File: src/rtl/mult_8bit_seq_if.sv
// Handshake bundle between the control unit and the sequential multiplier.
// The control unit drives start and operands; the multiplier reports status and result.
interface mult_8bit_seq_if;
  logic        start;
  logic [7:0]  A;
  logic [7:0]  B;
  logic        busy;
  logic        done;
  logic [15:0] Product;
  logic        Overflow;

  modport master (
    output start, A, B,
    input  busy, done, Product, Overflow
  );

  modport slave (
    input  start, A, B,
    output busy, done, Product, Overflow
  );
endinterface

File: src/rtl/mult_8bit_seq.sv
// Sequential 8x8 unsigned shift-and-add multiplier for the ULA.
// One add-and-shift per clock through a single 8-bit adder.
module full_adder_8bit (
  input  logic [7:0] A,
  input  logic [7:0] B,
  input  logic       Cin,
  output logic [7:0] Sum,
  output logic       Cout
);
  assign {Cout, Sum} = {1'b0, A} + {1'b0, B} + {8'b0, Cin};
endmodule

module mult_8bit_seq (
  input  logic           clk,
  input  logic           rst_n,
  mult_8bit_seq_if.slave bus
);
  typedef enum logic [1:0] {
    IDLE,
    RUN,
    DONE
  } state_t;

  state_t      state;
  state_t      state_nxt;
  logic [7:0]  m;
  logic [7:0]  q;
  logic [7:0]  acc;
  logic [3:0]  cnt;
  logic [7:0]  addend;
  logic [7:0]  sum;
  logic        cout;
  logic [7:0]  acc_nxt;
  logic [7:0]  q_nxt;
  logic [15:0] product;
  logic        overflow;

  assign addend = q[0] ? m : 8'h00;

  full_adder_8bit u_fa (
    .A    (acc),
    .B    (addend),
    .Cin  (1'b0),
    .Sum  (sum),
    .Cout (cout)
  );

  // Carry is kept as the shift-in bit so the 16-bit result stays exact
  assign acc_nxt = {cout, sum[7:1]};
  assign q_nxt   = {sum[0], q[7:1]};

  always_ff @(posedge clk or negedge rst_n) begin
    if (!rst_n) state <= IDLE;
    else        state <= state_nxt;
  end

  always_comb begin
    state_nxt = state;
    unique case (state)
      IDLE: if (bus.start) state_nxt = RUN;
      RUN:  if (cnt == 4'd7) state_nxt = DONE;
      DONE: state_nxt = IDLE;
      default: state_nxt = IDLE;
    endcase
  end

  always_ff @(posedge clk or negedge rst_n) begin
    if (!rst_n) begin
      m        <= 8'h00;
      q        <= 8'h00;
      acc      <= 8'h00;
      cnt      <= 4'd0;
      product  <= 16'h0000;
      overflow <= 1'b0;
    end else begin
      unique case (state)
        IDLE: begin
          if (bus.start) begin
            m   <= bus.A;
            q   <= bus.B;
            acc <= 8'h00;
            cnt <= 4'd0;
          end
        end
        RUN: begin
          acc <= acc_nxt;
          q   <= q_nxt;
          cnt <= cnt + 4'd1;
          // Result registers load on the final shift so they land with done
          if (cnt == 4'd7) begin
            product  <= {acc_nxt, q_nxt};
            overflow <= |acc_nxt;
          end
        end
        DONE: begin
        end
        default: begin
        end
      endcase
    end
  end

  assign bus.busy     = (state == RUN);
  assign bus.done     = (state == DONE);
  assign bus.Product  = product;
  assign bus.Overflow = overflow;
endmodule
File: src/flat_wrapper.sv
// flat-port wrapper written by rule: the top's interface ports become plain ports
module mult_8bit_seq_flat 
  (clk, rst_n, bus_start, bus_A, bus_B, bus_busy, bus_done, bus_Product, bus_Overflow);
  mult_8bit_seq_if bus_i ();
  input  logic clk;
  input  logic rst_n;
  input wire logic [$bits(bus_i.start)-1:0] bus_start;
  input wire logic [$bits(bus_i.A)-1:0] bus_A;
  input wire logic [$bits(bus_i.B)-1:0] bus_B;
  output wire logic [$bits(bus_i.busy)-1:0] bus_busy;
  output wire logic [$bits(bus_i.done)-1:0] bus_done;
  output wire logic [$bits(bus_i.Product)-1:0] bus_Product;
  output wire logic [$bits(bus_i.Overflow)-1:0] bus_Overflow;
  assign bus_i.start = bus_start;
  assign bus_i.A = bus_A;
  assign bus_i.B = bus_B;
  assign bus_busy = bus_i.busy;
  assign bus_done = bus_i.done;
  assign bus_Product = bus_i.Product;
  assign bus_Overflow = bus_i.Overflow;
  mult_8bit_seq u_core (.clk(clk), .rst_n(rst_n), .bus(bus_i));
endmodule
File: config.mk
export PLATFORM = sky130hd
export DESIGN_NAME = mult_8bit_seq_flat
export DESIGN_NICKNAME = d
export VERILOG_FILES = /design/src/rtl/mult_8bit_seq_if.sv /design/src/rtl/mult_8bit_seq.sv /design/src/flat_wrapper.sv
export SDC_FILE = /design/constraint.sdc
export NUM_CORES = 1
export LEC_CHECK = 0
export CAP_MARGIN = 20
export CORE_ASPECT_RATIO = 0.7
export CORE_MARGIN = 2
export CORE_UTILIZATION = 41
export DETAILED_ROUTE_END_ITERATION = 8
export HOLD_SLACK_MARGIN = 0.03
export PLACE_DENSITY_LB_ADDON = 0.2
export REMOVE_ABC_BUFFERS = 1
export SLEW_MARGIN = 20
export SYNTH_ARGS = -nofsm -noshare
export SYNTH_HDL_FRONTEND = slang
export SYNTH_SLANG_ARGS = --single-unit
File: constraint.sdc
create_clock -name clk -period 5.2 [get_ports clk]
set_input_delay 1.04 -clock clk [delete_from_list [all_inputs] [get_ports clk]]
set_output_delay 1.04 -clock clk [all_outputs]
set_load 0.05 [all_outputs]
==> metrics.txt <==
Cell Area, Placed=about 2700 sq um; first-pass GRT wire length=roughly 8 mm; gr usage total=between 15 and 20%; hold path depth=2; 1st-pass router iterations=5; Avg Cell Area, Syn=between 9 and 10 sq um; total grt overflow=0; Post-CTS Resized=0; CORE AREA=5313 sq um; H-tree levels=2; fin crit share=~66%; max-slew violations=0; global placer's final weighted congestion=slightly above 0.8; Leak=around 1.3 nW; unrepaired setup endpoints after global routing=no; Final setup viols=0; drt via density=4.991; Seq cells post-synth=47; CP endpoint kind=output port; WL final=roughly 4.8 mm; Placed Cells=343; Synth cell types=33; Max Cap Viol=0; slew at the pin closest to its max-slew limit=0.9476 ns; switch share=around 44%; DP Wirelength=between 3 and 4 mm; combinational share of power=49.3%; IO Pins=38; status=finished, final reports clean; TritonCTS Sinks=between 40 and 50; width of the chip=slightly above 90 um; Crit path arrival time=about 2.4 ns; CTS tree=done; # nets final=~310; CTS Buf Count=5; # rows=22; CTS root buf=clkbuf_8; R2R depth=6; CP Launch Type=flop; Crit Path Class=flop to output port; Inserted Diodes=0; Clock power frac=about 15%; Hold Crit Class=flop to flop; Max Clk Rate=around 290 MHz; Clk pin slew, worst setup/hold paths=0.09 ns; final setup TNS=0 ns; layout cell share with drive strength beyond 1=4.301%; post-route ant nets=0; Clock Skews=roughly 0.01 ns; Yosys top cell area share=between 50% and 60%; DRT iter0 DRCs=just under 100; final hold vios=0; Initial Util=~43%; Die H=between 60 and 70 um; Post-Syn Instances=244; Async S/R FF share, synth=100.0%; setup ws final=around 1.8 ns; clk buf depth=2; pre-CTS setup slack=slightly above 2 ns; dominant register cell in the synthesized netlist=dfrtp_1; drt drc=0; Filler Cell Count=about 490; register area share after synthesis=51.20%; Psw=0.7878 mW; maximum VDD drop=around 280 uV; crit path max fanout=15; EDFF count, synth=0; Synth Warn #=0; largest net degree at the start of global routing=48; critical path required time=4.16 ns; initial antenna violation count=0; via count=around 1.8k; cell area after layout=2823 sq um; post-CTS setup buffers=0; drt wl/cell=around 14 um; vias in the first global route=roughly 1.6k; post-synth top area cell=dfrtp_1; final std cells w/o fill=between 300 and 400; Slew HR=36.70%; Mapped Area=~2300 sq um; P&R area growth vs syn=22.88%; Sequential Power Share=approximately 36%; Clk Latency, worst-skew pair=roughly 0.30 ns; Pint=around 0.99 mW; Die ar.=6227 sq um; port bufs=37; Post-CTS Hold Buffers=0; top post-synthesis cells by area=dfrtp_1 (51%), nand2_1 (12%), ha_1 (4.9%), o21ai_0 (4.8%), nor2b_1 (2.7%); hold slack=approximately 0.48 ns; Cell Pwr Density=between 600 and 700 nW/um^2; Final min period=between 3 and 4 ns
cells in the final DEF (no fill, tap or decap), types with 2 or more instances in the layout:
| master | instances |
|---|---|
| dfrtp_1 | 47 |
| ha_1 | 9 |
| nand3_1 | 3 |
| a211oi_2 | 2 |
| and2_1 | 8 |
| clkdlybuf4s50_1 | 36 |
| inv_1 | 5 |
| a21oi_1 | 12 |
| nor2b_1 | 10 |
| nand2_1 | 72 |
| nor2_1 | 4 |
| a21o_1 | 2 |
| o21bai_1 | 2 |
| o21ai_0 | 22 |
| nand2b_1 | 3 |
| xnor2_1 | 2 |
| clkbuf_8 | 5 |
| a22o_1 | 6 |
| a22oi_1 | 7 |
| xor2_1 | 3 |
| nor3_1 | 2 |
| and3b_1 | 2 |
flip-flops by register name, indices dropped and copies added (netlist names):
| name | cells |
|---|---|
| u_core.q | 8 |
| u_core.cnt | 4 |
| u_core.bus.Overflow | 1 |
| u_core.state | 2 |
| u_core.m | 8 |
| u_core.bus.Product | 16 |
| u_core.acc | 8 |
power by group through the flow:
stage	Combinational [mW]	Clock (mW)	Sequential, mW
3_3_place_gp	0.869	0	0.642
4_1_cts	0.882	0.271	0.641
3_5_place_dp	0.877	0	0.648
6_report	0.879	0.263	0.640
2_1_floorplan	0.412	0	0.829
5_1_grt	0.966	0.291	0.668
logic make-up (layout without fill, tap and decap cells):
logic type                 count (synthesis)  after routing  share of synthesized area (%)
AOI/OAI and AO/OA                         57             57                          16.07
xor gates and xnor gates                   5              5                          1.907
adders and majority gates                 10             10                          5.774
buffers and inverters                     15             50                          2.778
DFF                                       47             47                          51.20
muxes                                      1              1                         0.4357
and+or+nand+nor                          109            109                          21.84
cell usage after synthesis, types with 3 or more instances:
library cell  number
dfrtp_1           47
inv_1              5
o21ai_0           22
nand2_1           72
nor2b_1           10
a21oi_1           12
xor2_1             3
clkbuf_1           4
nand3_1            3
a22oi_1            7
nand2b_1           3
a22o_1             6
and2_1             8
nor2_1             4
buf_2              6
ha_1               9
cell type report:
class	instances	area, sq um	area share, %
clock buffer	5	68.82	2.438
clock inverter	3	43.79	1.551
inverter	5	18.77	0.6649
multi-input combinational	182	1057	37.46
sequential	47	1176	41.67
tap	72	90.09	3.191
timing repair buffer	37	367.9	13.03
critical path, cell delays in order (launching register included):
cell and delay [ns]:
dfrtp_1 0.52, nand2b_1 0.29, inv_1 0.40, clkdlybuf4s50_1 0.89
through the flow:
stage               util, %  power (mW)
global route          53.13       1.925
detailed placement    50.97       1.525
global placement      50.97       1.511
finish                53.13       1.782
CTS                   53.09       1.794
floorplan                 -       1.241
routing by layer:
metal	vias to the layer above	global-route usage [%]	wire, um
met4	0	3.860	31
met2	50	21.31	1817
met3	5	3.507	228
li1	894	-	-
met1	803	28.21	2679
met5	-	0	0
final timing paths:
kind / startpoint / end / slack (ns)
hold reg to reg: u_core.bus.Product[8] / u_core.bus.Product[8] / 0.48
hold / removal: u_core.bus.Product[8] / u_core.bus.Product[8] / 0.48
min in group asynchronous: rst_n / u_core.m[4] / 0.72
setup reg to reg: u_core.state[1] / u_core.bus.Overflow / 2.56
max in group asynchronous: rst_n / u_core.bus.Product[10] / 4.07
setup / recovery: u_core.state[1] / bus_busy / 1.76
Note: power is estimated with default switching activity, not from simulation.
